$ cat src/rtl/uart_ram_loader.sv
// UART (8N1) receiver that packs bytes little-endian into 32-bit words and
// writes each completed word into a RAM port at an auto-incrementing address.
// The write strobe is stretched so a slower RAM clock domain can sample it.
module uart_ram_loader #(
  parameter int CLKS_PER_BIT = 868,
  parameter int ADDR_WIDTH   = 12,
  parameter int WE_HOLD      = 8
) (
  input  logic                  clk,
  input  logic                  rst,
  input  logic                  serialIn,
  input  logic                  setAddr,
  input  logic [ADDR_WIDTH-1:0] startAddr,
  output logic [ADDR_WIDTH-1:0] writeAddr,
  output logic [31:0]           writeData,
  output logic                  writeEnable,
  output logic [7:0]            lastByte,
  output logic                  byteValid,
  output logic                  err
);

  localparam int CW = $clog2(CLKS_PER_BIT);
  localparam logic [CW-1:0] HALF_BIT = CW'(CLKS_PER_BIT / 2);
  localparam logic [CW-1:0] LAST_CLK = CW'(CLKS_PER_BIT - 1);
  localparam int HW = (WE_HOLD > 1) ? $clog2(WE_HOLD) : 1;
  localparam logic [HW-1:0] HOLD_LAST = HW'(WE_HOLD - 1);

  typedef enum logic [2:0] {
    IDLE,
    START,
    DATA,
    STOP,
    WAIT_HIGH
  } rx_state_t;

  // synchronizer
  logic rx_meta;
  logic rx_s;

  // receiver
  rx_state_t     state;
  logic [CW-1:0] bit_clk;
  logic [2:0]    bit_idx;
  logic [7:0]    shift_reg;
  logic          rx_done;
  logic          rx_ferr;

  // word assembly and write window
  logic [1:0]            byte_idx;
  logic [31:0]           word_reg;
  logic                  wr_pending;
  logic [HW-1:0]         we_cnt;
  logic [ADDR_WIDTH-1:0] addr_cnt;
  logic                  inc_block;
  logic                  we_ending;

  // Last cycle of the write window; the address counter advances here.
  assign we_ending = writeEnable && (we_cnt == HOLD_LAST) && !wr_pending;

  // Two-flop synchronizer for the asynchronous RX line (idle high).
  always_ff @(posedge clk or negedge rst) begin
    if (!rst) begin
      rx_meta <= 1'b1;
      rx_s    <= 1'b1;
    end else begin
      rx_meta <= serialIn;
      rx_s    <= rx_meta;
    end
  end

  // RX state machine: start-bit check at mid-bit, then one sample per bit time.
  always_ff @(posedge clk or negedge rst) begin
    if (!rst) begin
      state     <= IDLE;
      bit_clk   <= '0;
      bit_idx   <= '0;
      shift_reg <= '0;
      rx_done   <= 1'b0;
      rx_ferr   <= 1'b0;
    end else begin
      rx_done <= 1'b0;
      rx_ferr <= 1'b0;
      case (state)
        IDLE: begin
          if (!rx_s) begin
            state   <= START;
            bit_clk <= '0;
          end
        end
        START: begin
          if (bit_clk == HALF_BIT) begin
            bit_clk <= '0;
            if (!rx_s) begin
              state   <= DATA;
              bit_idx <= '0;
            end else begin
              state <= IDLE;
            end
          end else begin
            bit_clk <= bit_clk + 1'b1;
          end
        end
        DATA: begin
          if (bit_clk == LAST_CLK) begin
            bit_clk   <= '0;
            shift_reg <= {rx_s, shift_reg[7:1]};
            if (bit_idx == 3'd7) begin
              state <= STOP;
            end else begin
              bit_idx <= bit_idx + 1'b1;
            end
          end else begin
            bit_clk <= bit_clk + 1'b1;
          end
        end
        STOP: begin
          if (bit_clk == LAST_CLK) begin
            bit_clk <= '0;
            if (rx_s) begin
              rx_done <= 1'b1;
              state   <= IDLE;
            end else begin
              rx_ferr <= 1'b1;
              state   <= WAIT_HIGH;
            end
          end else begin
            bit_clk <= bit_clk + 1'b1;
          end
        end
        WAIT_HIGH: begin
          // A held-low line (break) must not be decoded as a stream of 0x00.
          if (rx_s) begin
            state <= IDLE;
          end
        end
        default: state <= IDLE;
      endcase
    end
  end

  // Byte export, word packing, stretched RAM write and address counter.
  always_ff @(posedge clk or negedge rst) begin
    if (!rst) begin
      lastByte    <= '0;
      byteValid   <= 1'b0;
      err         <= 1'b0;
      byte_idx    <= '0;
      word_reg    <= '0;
      wr_pending  <= 1'b0;
      writeEnable <= 1'b0;
      writeData   <= '0;
      writeAddr   <= '0;
      we_cnt      <= '0;
      addr_cnt    <= '0;
      inc_block   <= 1'b0;
    end else begin
      byteValid  <= 1'b0;
      wr_pending <= 1'b0;

      if (rx_done) begin
        lastByte  <= shift_reg;
        byteValid <= 1'b1;
      end

      // setAddr discards any partial word, including one completing right now.
      if (setAddr) begin
        byte_idx <= '0;
        err      <= 1'b0;
      end else begin
        if (rx_ferr) begin
          err <= 1'b1;
        end
        if (rx_done) begin
          word_reg[8*byte_idx +: 8] <= shift_reg;
          byte_idx <= byte_idx + 1'b1;
          if (byte_idx == 2'd3) begin
            wr_pending <= 1'b1;
          end
        end
      end

      // Address and data are frozen in output registers for the whole window.
      if (wr_pending) begin
        writeEnable <= 1'b1;
        writeData   <= word_reg;
        writeAddr   <= addr_cnt;
        we_cnt      <= '0;
      end else if (writeEnable) begin
        if (we_cnt == HOLD_LAST) begin
          writeEnable <= 1'b0;
        end else begin
          we_cnt <= we_cnt + 1'b1;
        end
      end

      // A reload during an in-flight write cancels that write's post-increment.
      if (setAddr) begin
        addr_cnt  <= startAddr;
        inc_block <= (writeEnable && !we_ending) || wr_pending;
      end else if (we_ending) begin
        if (!inc_block) begin
          addr_cnt <= addr_cnt + 1'b1;
        end
        inc_block <= 1'b0;
      end
    end
  end

endmodule
$ cat config.mk
export PLATFORM = sky130hd
export DESIGN_NAME = uart_ram_loader
export DESIGN_NICKNAME = d
export VERILOG_FILES = /design/src/rtl/uart_ram_loader.sv
export SDC_FILE = /design/constraint.sdc
export NUM_CORES = 1
export LEC_CHECK = 0
export BUFFER_PORTS_ARGS = -buffer_cell sky130_fd_sc_hd__buf_4
export CAP_MARGIN = 10
export CELL_PAD_IN_SITES_DETAIL_PLACEMENT = 1
export CELL_PAD_IN_SITES_GLOBAL_PLACEMENT = 2
export CORE_MARGIN = 2
export CORE_UTILIZATION = 38
export CTS_CLUSTER_DIAMETER = 150
export CTS_CLUSTER_SIZE = 30
export DETAILED_ROUTE_END_ITERATION = 8
export GPL_ROUTABILITY_DRIVEN = 0
export MAX_ROUTING_LAYER = met4
export PLACE_DENSITY_LB_ADDON = 0.15
export SETUP_SLACK_MARGIN = 0.05
export SYNTH_ARGS = -nofsm -noshare
export SYNTH_HDL_FRONTEND = slang
export SYNTH_SLANG_ARGS = --single-unit
$ cat constraint.sdc
create_clock -name clk -period 4.4 [get_ports clk]
set_clock_uncertainty 0.1 [all_clocks]
set_input_delay 0.44 -clock clk [delete_from_list [all_inputs] [get_ports clk]]
set_output_delay 0.44 -clock clk [all_outputs]
set_load 0.1 [all_outputs]
==> flow_metrics.env, run 1 <==
export IMPL_crit_path_end_kind="flop"
export IMPL_grt_max_degree=104
export IMPL_fmax_ghz=0.375
export IMPL_synth_warnings=0
export IMPL_root_buffer="clkbuf_16"
export IMPL_diodes=0
export IMPL_yosys_area_top_type_share_pct=58.5
export IMPL_ys_types=47
export IMPL_synthFlopType="dfrtp_1"
export IMPL_hold_violations=0
export IMPL_core_area_um2=14500
export IMPL_clk_latency_ps=420
export IMPL_stdcell_count=707
export IMPL_grt_pass1_vias=3996
export IMPL_post_drt_wl_per_cell_um=17.6
export IMPL_syn_cell_area_um2=5650
export IMPL_antenna_found_initial=0
export IMPL_synth_cells=433
export IMPL_numCtsBuffers=17
export IMPL_syn_area_per_cell_um2=13.0
export IMPL_power_leakage_uw=0.00338
export IMPL_start_util_pct=38.8
export IMPL_synth_top_area_cell="dfrtp_1"
export IMPL_worstPathRequired_ps=4630
export IMPL_hold_ws_ps=32.4
export IMPL_row_count=44
export IMPL_synth_area_leaders="dfrtp_1 59%, mux2_2 12%, a22o_1 5.3%"
export IMPL_vias=3691
export IMPL_dr_pass1_iters=4
export IMPL_synth_edf_count=0
export IMPL_nFillCells=1517
export IMPL_place_inst=674
export IMPL_drc=0
export IMPL_port_buffers=70
export IMPL_utilization_pct=47.6
export IMPL_routed_wl_um=12500
export IMPL_clockBufferDepth=2
export IMPL_crit_arrival_ps=2900
export IMPL_max_slew_margin_pct=32.9
export IMPL_cts_max_level=4
export IMPL_synth_top_cells_by_count="132 x dfrtp_1, 60 x mux2_2, 37 x nand2_1"
export IMPL_pin_count=71
export IMPL_yosysMostFrequentCell="dfrtp_1"
export IMPL_critical_path_class="flop to flop"
export IMPL_cts_tree="built"
export IMPL_worstMarginPinSlew_ps=1000
export IMPL_fp_dieH_um=126
export IMPL_gr_total_overflow=0
export IMPL_status="completed"
export IMPL_synth_nets=462
export IMPL_slew_viol_final=0
export IMPL_powerDensity_nw_per_um2=381
export IMPL_drive_gt1_share_pct=33.8
export IMPL_cts_sinks=134
export IMPL_grt_pass1_wl_um=21400
export IMPL_grt_usage_pct=17.7
export IMPL_hold_class="input port to asynchronous set/reset pin"
export IMPL_drv_cap=0
export IMPL_critical_path_max_fanout=12
export IMPL_yosys_register_bits=134
export IMPL_tns_ps=0
export IMPL_clk_pin_slew_worst_paths_ps=60
export IMPL_ant_nets=0
export IMPL_vias_per_cell=5.22
export IMPL_post_cts_resized=0
export IMPL_drtIter0Drc=158
export IMPL_finalCriticalPeriod_ps=2670
export IMPL_nNetsFinal=539
export IMPL_critPathLaunchType="flop"
export IMPL_ys_seq_area_share_pct=59.4
export IMPL_finalSetupViolCount=0
export IMPL_dieArea_um2=15800
export IMPL_finalCritPeriodShare_pct=60.7
export IMPL_ir_drop_mv=0.271
export IMPL_grt_setup_unrepaired="no"
export IMPL_area_growth_pct=22.6
export IMPL_dp_hpwl_um=8120
export IMPL_fp_dieW_um=126
export IMPL_ys_async_sr_fraction_pct=100
-- cell type report --
class	count	area [um2]	share of cell area [%]
Clock buffer	21	450	6.51
Timing Repair Buffer	74	562	8.12
Multi-Input combinational cell	274	2180	31.6
Tap cell	184	230	3.33
Inverter	9	33.8	0.488
Sequential cell	134	3360	48.5
Clock inverter	11	101	1.46
-- placed cells by master (no fill, tap or decap), types with 4 or more instances in the layout --
master / Yosys / layout
dfrtp_1: 132 / 131
buf_4: 2 / 72
mux2_2: 60 / 60
nand2_1: 37 / 37
a22o_1: 34 / 34
nor2_1: 19 / 19
o21ai_0: 17 / 17
clkbuf_16: 0 / 17
ha_1: 13 / 13
o211ai_1: 12 / 12
inv_1: 9 / 9
xor2_1: 8 / 8
nand4_1: 7 / 7
or3_1: 7 / 7
and2_1: 5 / 5
mux2i_1: 5 / 5
a21oi_1: 5 / 5
a31oi_1: 4 / 4
clkinvlp_4: 0 / 4
-- timing repair --
action	CTS	global route
hold buffers	1	0
setup buffers	0	0
endpoints found under the hold margin	1	0
-- cells by family (layout without fill, tap and decap cells) --
family / after synthesis / in the layout / synth area share (%)
compound gates: 82 / 82 / 10.9
simple gates: 104 / 104 / 10.5
mux: 65 / 65 / 12.9
xor+xnor: 10 / 10 / 1.55
buf+inv: 25 / 115 / 1.86
fa+ha+maj: 13 / 13 / 2.88
flops: 134 / 134 / 59.4
-- power by group --
part           internal [uW]  leakage, uW  switching, uW  total, uW
combinational           20.8      0.00130           39.3       60.1
clock                    791     0.000260            525       1320
sequential              1250      0.00182           15.2       1260
total                   2060      0.00338            580       2640
-- metal layers --
layer  vias up  track usage, %  wire length (um)
li1       1739               -                 -
met1      1872            23.2              5970
met2        70            25.9              5820
met3        10            5.90               545
met4         0            6.01               125
met5         -               -                 0
-- stage by stage --
stage | worst slack, ps | area [um2] | total power [uW]
2_1_floorplan | 2090 | 5650 | 1300
3_3_place_gp | 1840 | 6360 | 1340
3_5_place_dp | 1720 | 6360 | 1340
4_1_cts | 1710 | 6920 | 2680
5_1_grt | 1470 | 6920 | 2750
6_report | 1730 | 6920 | 2640
-- critical path, cell delays in order (launching register included) --
cell and delay, ps:
dfrtp_1 420, ha_1 270, and4bb_2 290, a31oi_1 760, o21ai_0 440, o211ai_1 290
-- worst paths after layout --
kind                              startpoint            end  slack, ps  cells after the start
worst max-delay path              bit_clk[0]     bit_clk[8]       1730                      5
worst min-delay path                     rst  writeAddr[10]         30                      1
max in group asynchronous                rst  writeData[11]       3210                      2
worst max register to register    bit_clk[0]     bit_clk[8]       1730                      5
min in group clk                startAddr[4]    addr_cnt[4]        130                      3
worst min register to register       rx_meta           rx_s        260                      0
Power figures use the tool's default switching activity.
==> run 2: changes to the inputs <==
--- a/config.mk
+++ b/config.mk
@@ -5,12 +5,13 @@
 export SDC_FILE = /design/constraint.sdc
 export NUM_CORES = 1
 export LEC_CHECK = 0
+export ABC_AREA = 1
 export BUFFER_PORTS_ARGS = -buffer_cell sky130_fd_sc_hd__buf_4
 export CAP_MARGIN = 10
 export CELL_PAD_IN_SITES_DETAIL_PLACEMENT = 1
 export CELL_PAD_IN_SITES_GLOBAL_PLACEMENT = 2
 export CORE_MARGIN = 2
-export CORE_UTILIZATION = 38
+export CORE_UTILIZATION = 35
 export CTS_CLUSTER_DIAMETER = 150
 export CTS_CLUSTER_SIZE = 30
 export DETAILED_ROUTE_END_ITERATION = 8
==> constraint.sdc (replaced) <==
create_clock -name clk -period 2.8 [get_ports clk]
set_clock_uncertainty 0.1 [all_clocks]
set_input_delay 0.28 -clock clk [delete_from_list [all_inputs] [get_ports clk]]
set_output_delay 0.28 -clock clk [all_outputs]
set_load 0.1 [all_outputs]
==> flow_metrics.env, run 2 <==
export IMPL_crit_chain="clkinv_1 > buf_4 > ha_1 > inv_1 > nor2_1 > buf_4 > nand4_1 > o21ai_0"
export IMPL_worstPathRequired_ps=3030
export IMPL_path_buf_inv=4
export IMPL_finalCritPeriodShare_pct=83.7
export IMPL_antenna_found_initial=0
export IMPL_start_util_pct=35.7
export IMPL_synth_nets=749
export IMPL_layout_cells_most_common="nand2_1"
export IMPL_synth_area_leaders="dfrtp_1 54%, nand2_1 12%, o21ai_0 6.9%"
export IMPL_critical_path_depth=8
export IMPL_grt_pass1_vias=5339
export IMPL_r2r_start="byte_idx[0]"
export IMPL_fmax_ghz=0.427
export IMPL_area_growth_pct=22.2
export IMPL_synth_top_cells_by_count="195 x nand2_1, 132 x dfrtp_1, 91 x inv_1"
export IMPL_ys_async_sr_fraction_pct=100
export IMPL_synth_top_area_cell="dfrtp_1"
export IMPL_ff2ff_setup_slack_ps=460
export IMPL_cts_sinks=134
export IMPL_crit_path_start="byte_idx[0]"
export IMPL_power_leakage_uw=0.00382
export IMPL_grt_usage_pct=18.9
export IMPL_nNetsFinal=827
export IMPL_cp_slowest_stage_delay_ps=600
export IMPL_worstMarginPinSlew_ps=630
export IMPL_fp_dieW_um=136
export IMPL_grt_setup_unrepaired="no"
export IMPL_drv_cap=0
export IMPL_vias_per_cell=4.82
export IMPL_cts_tree="built"
export IMPL_crit_arrival_ps=2570
export IMPL_fp_dieH_um=136
export IMPL_setup_ws_ps=456
export IMPL_timing_rr_end="word_reg[18]"
export IMPL_cts_max_level=4
export IMPL_critical_path_class="flop to flop"
export IMPL_dr_pass1_iters=4
export IMPL_routed_wl_um=15700
export IMPL_root_buffer="clkbuf_16"
export IMPL_synth_warnings=0
export IMPL_synth_edf_count=0
export IMPL_drtIter0Drc=255
export IMPL_cp_slowest_cell="dfrtp_1"
export IMPL_gr_total_overflow=0
export IMPL_cpMostUsedCell="buf_4"
export IMPL_crit_path_end="word_reg[18]"
export IMPL_yosys_register_bits=134
export IMPL_hold_violations=0
export IMPL_synthFlopType="dfrtp_1"
export IMPL_critical_path_max_fanout=15
export IMPL_powerDensity_nw_per_um2=645
export IMPL_drc=0
export IMPL_hold_start="startAddr[6]"
export IMPL_ys_seq_area_share_pct=54.8
export IMPL_crit_path_end_kind="flop"
export IMPL_status="completed"
export IMPL_ant_nets=0
export IMPL_slew_viol_final=0
export IMPL_clk_latency_ps=420
export IMPL_dp_hpwl_um=11200
export IMPL_vias=4994
export IMPL_reg2regPathDepth=8
export IMPL_clockBufferDepth=2
export IMPL_critPathLaunchType="flop"
export IMPL_syn_cell_area_um2=6130
export IMPL_drive_gt1_share_pct=15.7
export IMPL_final_cell_mix="195 x nand2_1, 132 x dfrtp_1, 91 x inv_1, 84 x o21ai_0, 77 x buf_4"
export IMPL_synth_cells=720
export IMPL_totalPowerFinal_uw=4830
export IMPL_ys_types=32
export IMPL_diodes=0
export IMPL_post_cts_setup_buffer_count=0
export IMPL_core_area_um2=17200
export IMPL_finalSetupViolCount=0
export IMPL_utilization_pct=43.6
export IMPL_max_slew_margin_pct=58.0
export IMPL_post_drt_wl_per_cell_um=15.2
export IMPL_hold_class="input port to flop"
export IMPL_port_buffers=70
export IMPL_grt_max_degree=73
export IMPL_row_count=48
export IMPL_ir_drop_mv=0.502
export IMPL_numCtsBuffers=17
export IMPL_clk_pin_slew_worst_paths_ps=60
export IMPL_pin_count=71
export IMPL_path_delay_family="buffers and inverters"
export IMPL_dieArea_um2=18600
export IMPL_syn_area_per_cell_um2=8.51
export IMPL_finalCriticalPeriod_ps=2340
export IMPL_grt_pass1_wl_um=26700
export IMPL_yosys_area_top_type_share_pct=53.9
export IMPL_tns_ps=0
export IMPL_yosysMostFrequentCell="nand2_1"
export IMPL_place_ws_ps=453
run 2: changes by cell type in the layout (fill, tap and decap cells not counted), sizes merged, moves of 34 or more:
cell   delta
a22o     -34
inv      +82
mux2     -60
nand2   +160
nand3    +46
nor2     +47
o21ai    +71
run 2: worst min-delay path by stage:
| stage | slack, ps | to | depth (start not counted) |
|---|---|---|---|
| 2_1_floorplan | -120 | addr_cnt[0] | 0 |
| 3_3_place_gp | 150 | writeAddr[1] | 1 |
| 3_5_place_dp | 160 | writeAddr[1] | 1 |
| 4_1_cts | 3 | addr_cnt[6] | 3 |
| 5_1_grt | 20 | addr_cnt[6] | 3 |
| 6_report | 20 | addr_cnt[6] | 3 |
run 2: cell type report:
type / instances / area, um2
fillers: 2076 / 9690
flip-flops and latches: 134 / 3360
multi-input cells: 468 / 2280
repair buffers: 84 / 659
clock buffers: 22 / 484
inverters: 93 / 352
well taps: 225 / 282
clock inverters: 10 / 72.6
run 2: stage by stage:
step / instance area, um2 / cells / hold slack [ps]
global route: 7490 / 1036 / 21.7
detailed placement: 6880 / 999 / 156
floorplan: 6130 / 720 / -116
CTS: 7490 / 1036 / 3.11
finish: 7490 / 1036 / 17.6
global placement: 6880 / 999 / 150
run 2: layer usage:
layer / wire length [um] / vias up / track usage, %
met5: 0 / - / -
met4: 198 / 0 / 5.32
met3: 439 / 18 / 3.91
met2: 7460 / 64 / 30.0
met1: 7640 / 2447 / 24.6
li1: - / 2465 / -
run 2: worst reg2reg max path: stages (launching register included):
cell and delay [ps]:
dfrtp_1 600, clkinv_1 170, buf_4 210, ha_1 340
inv_1 70, nor2_1 300, buf_4 260, nand4_1 110
o21ai_0 110
run 2: repair_timing:
action                    in CTS  in global routing
hold endpoints to repair      51                  0
hold buffers                   5                  0
resized for setup              0                  0
run 2: report_power, final:
| part | switching (uW) | internal, uW | total, uW |
|---|---|---|---|
| Sequential | 86.5 | 2030 | 2120 |
| Combinational | 477 | 159 | 635 |
| Clock | 855 | 1230 | 2080 |
| Total | 1420 | 3410 | 4830 |
run 2: cell families after synthesis:
group	after synthesis	synth area share (%)
XOR/XNOR	7	1.00
adder cells (fa/ha/maj)	13	2.65
AND/OR/NAND/NOR	350	25.2
flip-flops	134	54.8
AO/OA/AOI/OAI	98	8.45
buffers and inverters	118	7.94
==> run 3: changes to the inputs <==
--- a/config.mk
+++ b/config.mk
@@ -5,13 +5,13 @@
 export SDC_FILE = /design/constraint.sdc
 export NUM_CORES = 1
 export LEC_CHECK = 0
-export ABC_AREA = 1
+export ABC_AREA = 0
 export BUFFER_PORTS_ARGS = -buffer_cell sky130_fd_sc_hd__buf_4
 export CAP_MARGIN = 10
 export CELL_PAD_IN_SITES_DETAIL_PLACEMENT = 1
 export CELL_PAD_IN_SITES_GLOBAL_PLACEMENT = 2
 export CORE_MARGIN = 2
-export CORE_UTILIZATION = 35
+export CORE_UTILIZATION = 36
 export CTS_CLUSTER_DIAMETER = 150
 export CTS_CLUSTER_SIZE = 30
 export DETAILED_ROUTE_END_ITERATION = 8
==> constraint.sdc (replaced) <==
create_clock -name clk -period 2 [get_ports clk]
set_clock_uncertainty 0.1 [all_clocks]
set_input_delay 0.2 -clock clk [delete_from_list [all_inputs] [get_ports clk]]
set_output_delay 0.2 -clock clk [all_outputs]
set_load 0.1 [all_outputs]
==> flow_metrics.env, run 3 (synthesis results as in run 1) <==
export IMPL_cts_tree="built"
export IMPL_finalCriticalPeriod_ps=1890
export IMPL_port_buffers=70
export IMPL_worstMarginPinSlew_ps=643
export IMPL_cts_max_level=4
export IMPL_design_area_um2=7470
export IMPL_grt_max_degree=53
export IMPL_dieArea_um2=16700
export IMPL_totalPowerFinal_uw=6150
export IMPL_drtIter0Drc=203
export IMPL_dp_hpwl_um=8870
export IMPL_status="completed"
export IMPL_root_buffer="clkbuf_16"
export IMPL_grt_usage_pct=17.8
export IMPL_ant_nets=0
export IMPL_crit_chain="ha_2 > ha_4 > and4bb_2 > buf_4 > nand3_4 > or4_4 > a31oi_1"
export IMPL_dr_pass1_iters=4
export IMPL_final_cell_mix="128 x dfrtp_1, 100 x buf_4, 60 x mux2_2, 37 x nand2_1, 34 x a22o_1"
export IMPL_top_layer_used="met4"
export IMPL_wl_met1_um=6330
export IMPL_critPathLaunchType="flop"
export IMPL_slew_viol_final=0
export IMPL_hold_ws_ps=69.1
export IMPL_post_drt_wl_per_cell_um=17.2
export IMPL_utilization_pct=49.0
export IMPL_numCtsBuffers=17
export IMPL_vias=3926
export IMPL_finalCritPeriodShare_pct=94.6
export IMPL_grt_pass1_wl_um=22200
export IMPL_drive_gt1_share_pct=38.7
export IMPL_crit_path_end_kind="flop"
export IMPL_vias_per_cell=5.05
export IMPL_wl_met3_um=368
export IMPL_fp_dieH_um=129
export IMPL_crit_arrival_ps=2120
export IMPL_clk_latency_ps=410
export IMPL_grt_setup_unrepaired="yes"
export IMPL_grt_pass1_vias=4306
export IMPL_fmax_ghz=0.529
export IMPL_cp_slowest_cell="or4_4"
export IMPL_pin_count=71
export IMPL_critical_path_max_fanout=3
export IMPL_start_util_pct=37.0
export IMPL_powerDensity_nw_per_um2=823
export IMPL_nNetsFinal=582
export IMPL_drv_cap=0
export IMPL_antenna_found_initial=0
export IMPL_layout_cells_most_common="dfrtp_1"
export IMPL_core_area_um2=15300
export IMPL_area_growth_pct=32.4
export IMPL_drc=0
export IMPL_clockBufferDepth=2
export IMPL_ir_drop_mv=0.656
export IMPL_path_delay_family="simple AND/OR/NAND/NOR gates"
export IMPL_clk_pin_slew_worst_paths_ps=60
export IMPL_max_slew_margin_pct=57.1
export IMPL_gr_total_overflow=0
export IMPL_power_leakage_uw=0.00364
export IMPL_diodes=0
export IMPL_row_count=45
export IMPL_cp_slowest_stage_delay_ps=420
export IMPL_routed_wl_um=13400
export IMPL_met2_length_um=6500
export IMPL_critical_path_class="flop to flop"
export IMPL_worstPathRequired_ps=2230
export IMPL_fp_dieW_um=129
export IMPL_cts_sinks=134
export IMPL_dpl_instance_area_um2=6590
export IMPL_path_buf_inv=1
export IMPL_hold_class="input port to flop"
export IMPL_finalSetupViolCount=0
export IMPL_hold_violations=0
==> run 3: metrics by stage <==
| stage | TNS [ps] | std cells | setup slack, ps |
|---|---|---|---|
| CTS | 0 | 768 | 52.2 |
| finish | 0 | 777 | 109 |
| global placement | 0 | 722 | 100 |
| global route | -0.803 | 777 | -0.803 |
| floorplan | -12.1 | 433 | -12.1 |
| detailed placement | 0 | 722 | 16.5 |
==> run 3: worst min-delay path, cell delays in order <==
cell     delay, ps
buf_4          100
nor2b_1         80
and2_1         160
==> run 3: layout make-up <==
type | count | area (um2)
clock buffer | 25 | 495
clock inverter | 7 | 118
fill | 1569 | 7780
inverter | 9 | 33.8
multi-input combinational | 274 | 2260
sequential | 134 | 3360
tap | 211 | 264
timing repair buffer | 117 | 942
==> run 3: worst paths after layout <==
path	from	endpoint	slack, ps	cells past startpoint
setup / recovery	we_cnt[1]	addr_cnt[10]	110	7
hold / removal	setAddr	wr_pending	70	3
setup reg to reg	we_cnt[1]	addr_cnt[10]	110	7
hold reg to reg	rx_meta	rx_s	260	0
max in group asynchronous	rst	word_reg[19]	920	3
min in group asynchronous	rst	writeAddr[8]	220	2
==> run 3: report_power, final <==
part,total [uW],internal (uW),switching [uW]
Clock,3210,2090,1120
Sequential,2770,2740,34.0
Combinational,167,72.6,94.3
==> run 3: timing repair <==
item,4_1_cts,5_1_grt
setup endpoints to repair,6,36
setup buffers,0,9
hold buffers,14,0
pin swaps,0,9
gates cloned,0,0
resized for setup,1,14
endpoints found under the hold margin,61,0
==> run 3: per-layer routing <==
layer  GRT usage [%]  vias up
li1                -     1826
met1            22.9     2022
met2            27.6       66
met3            3.96       12
met4            6.46        0
met5               -        -
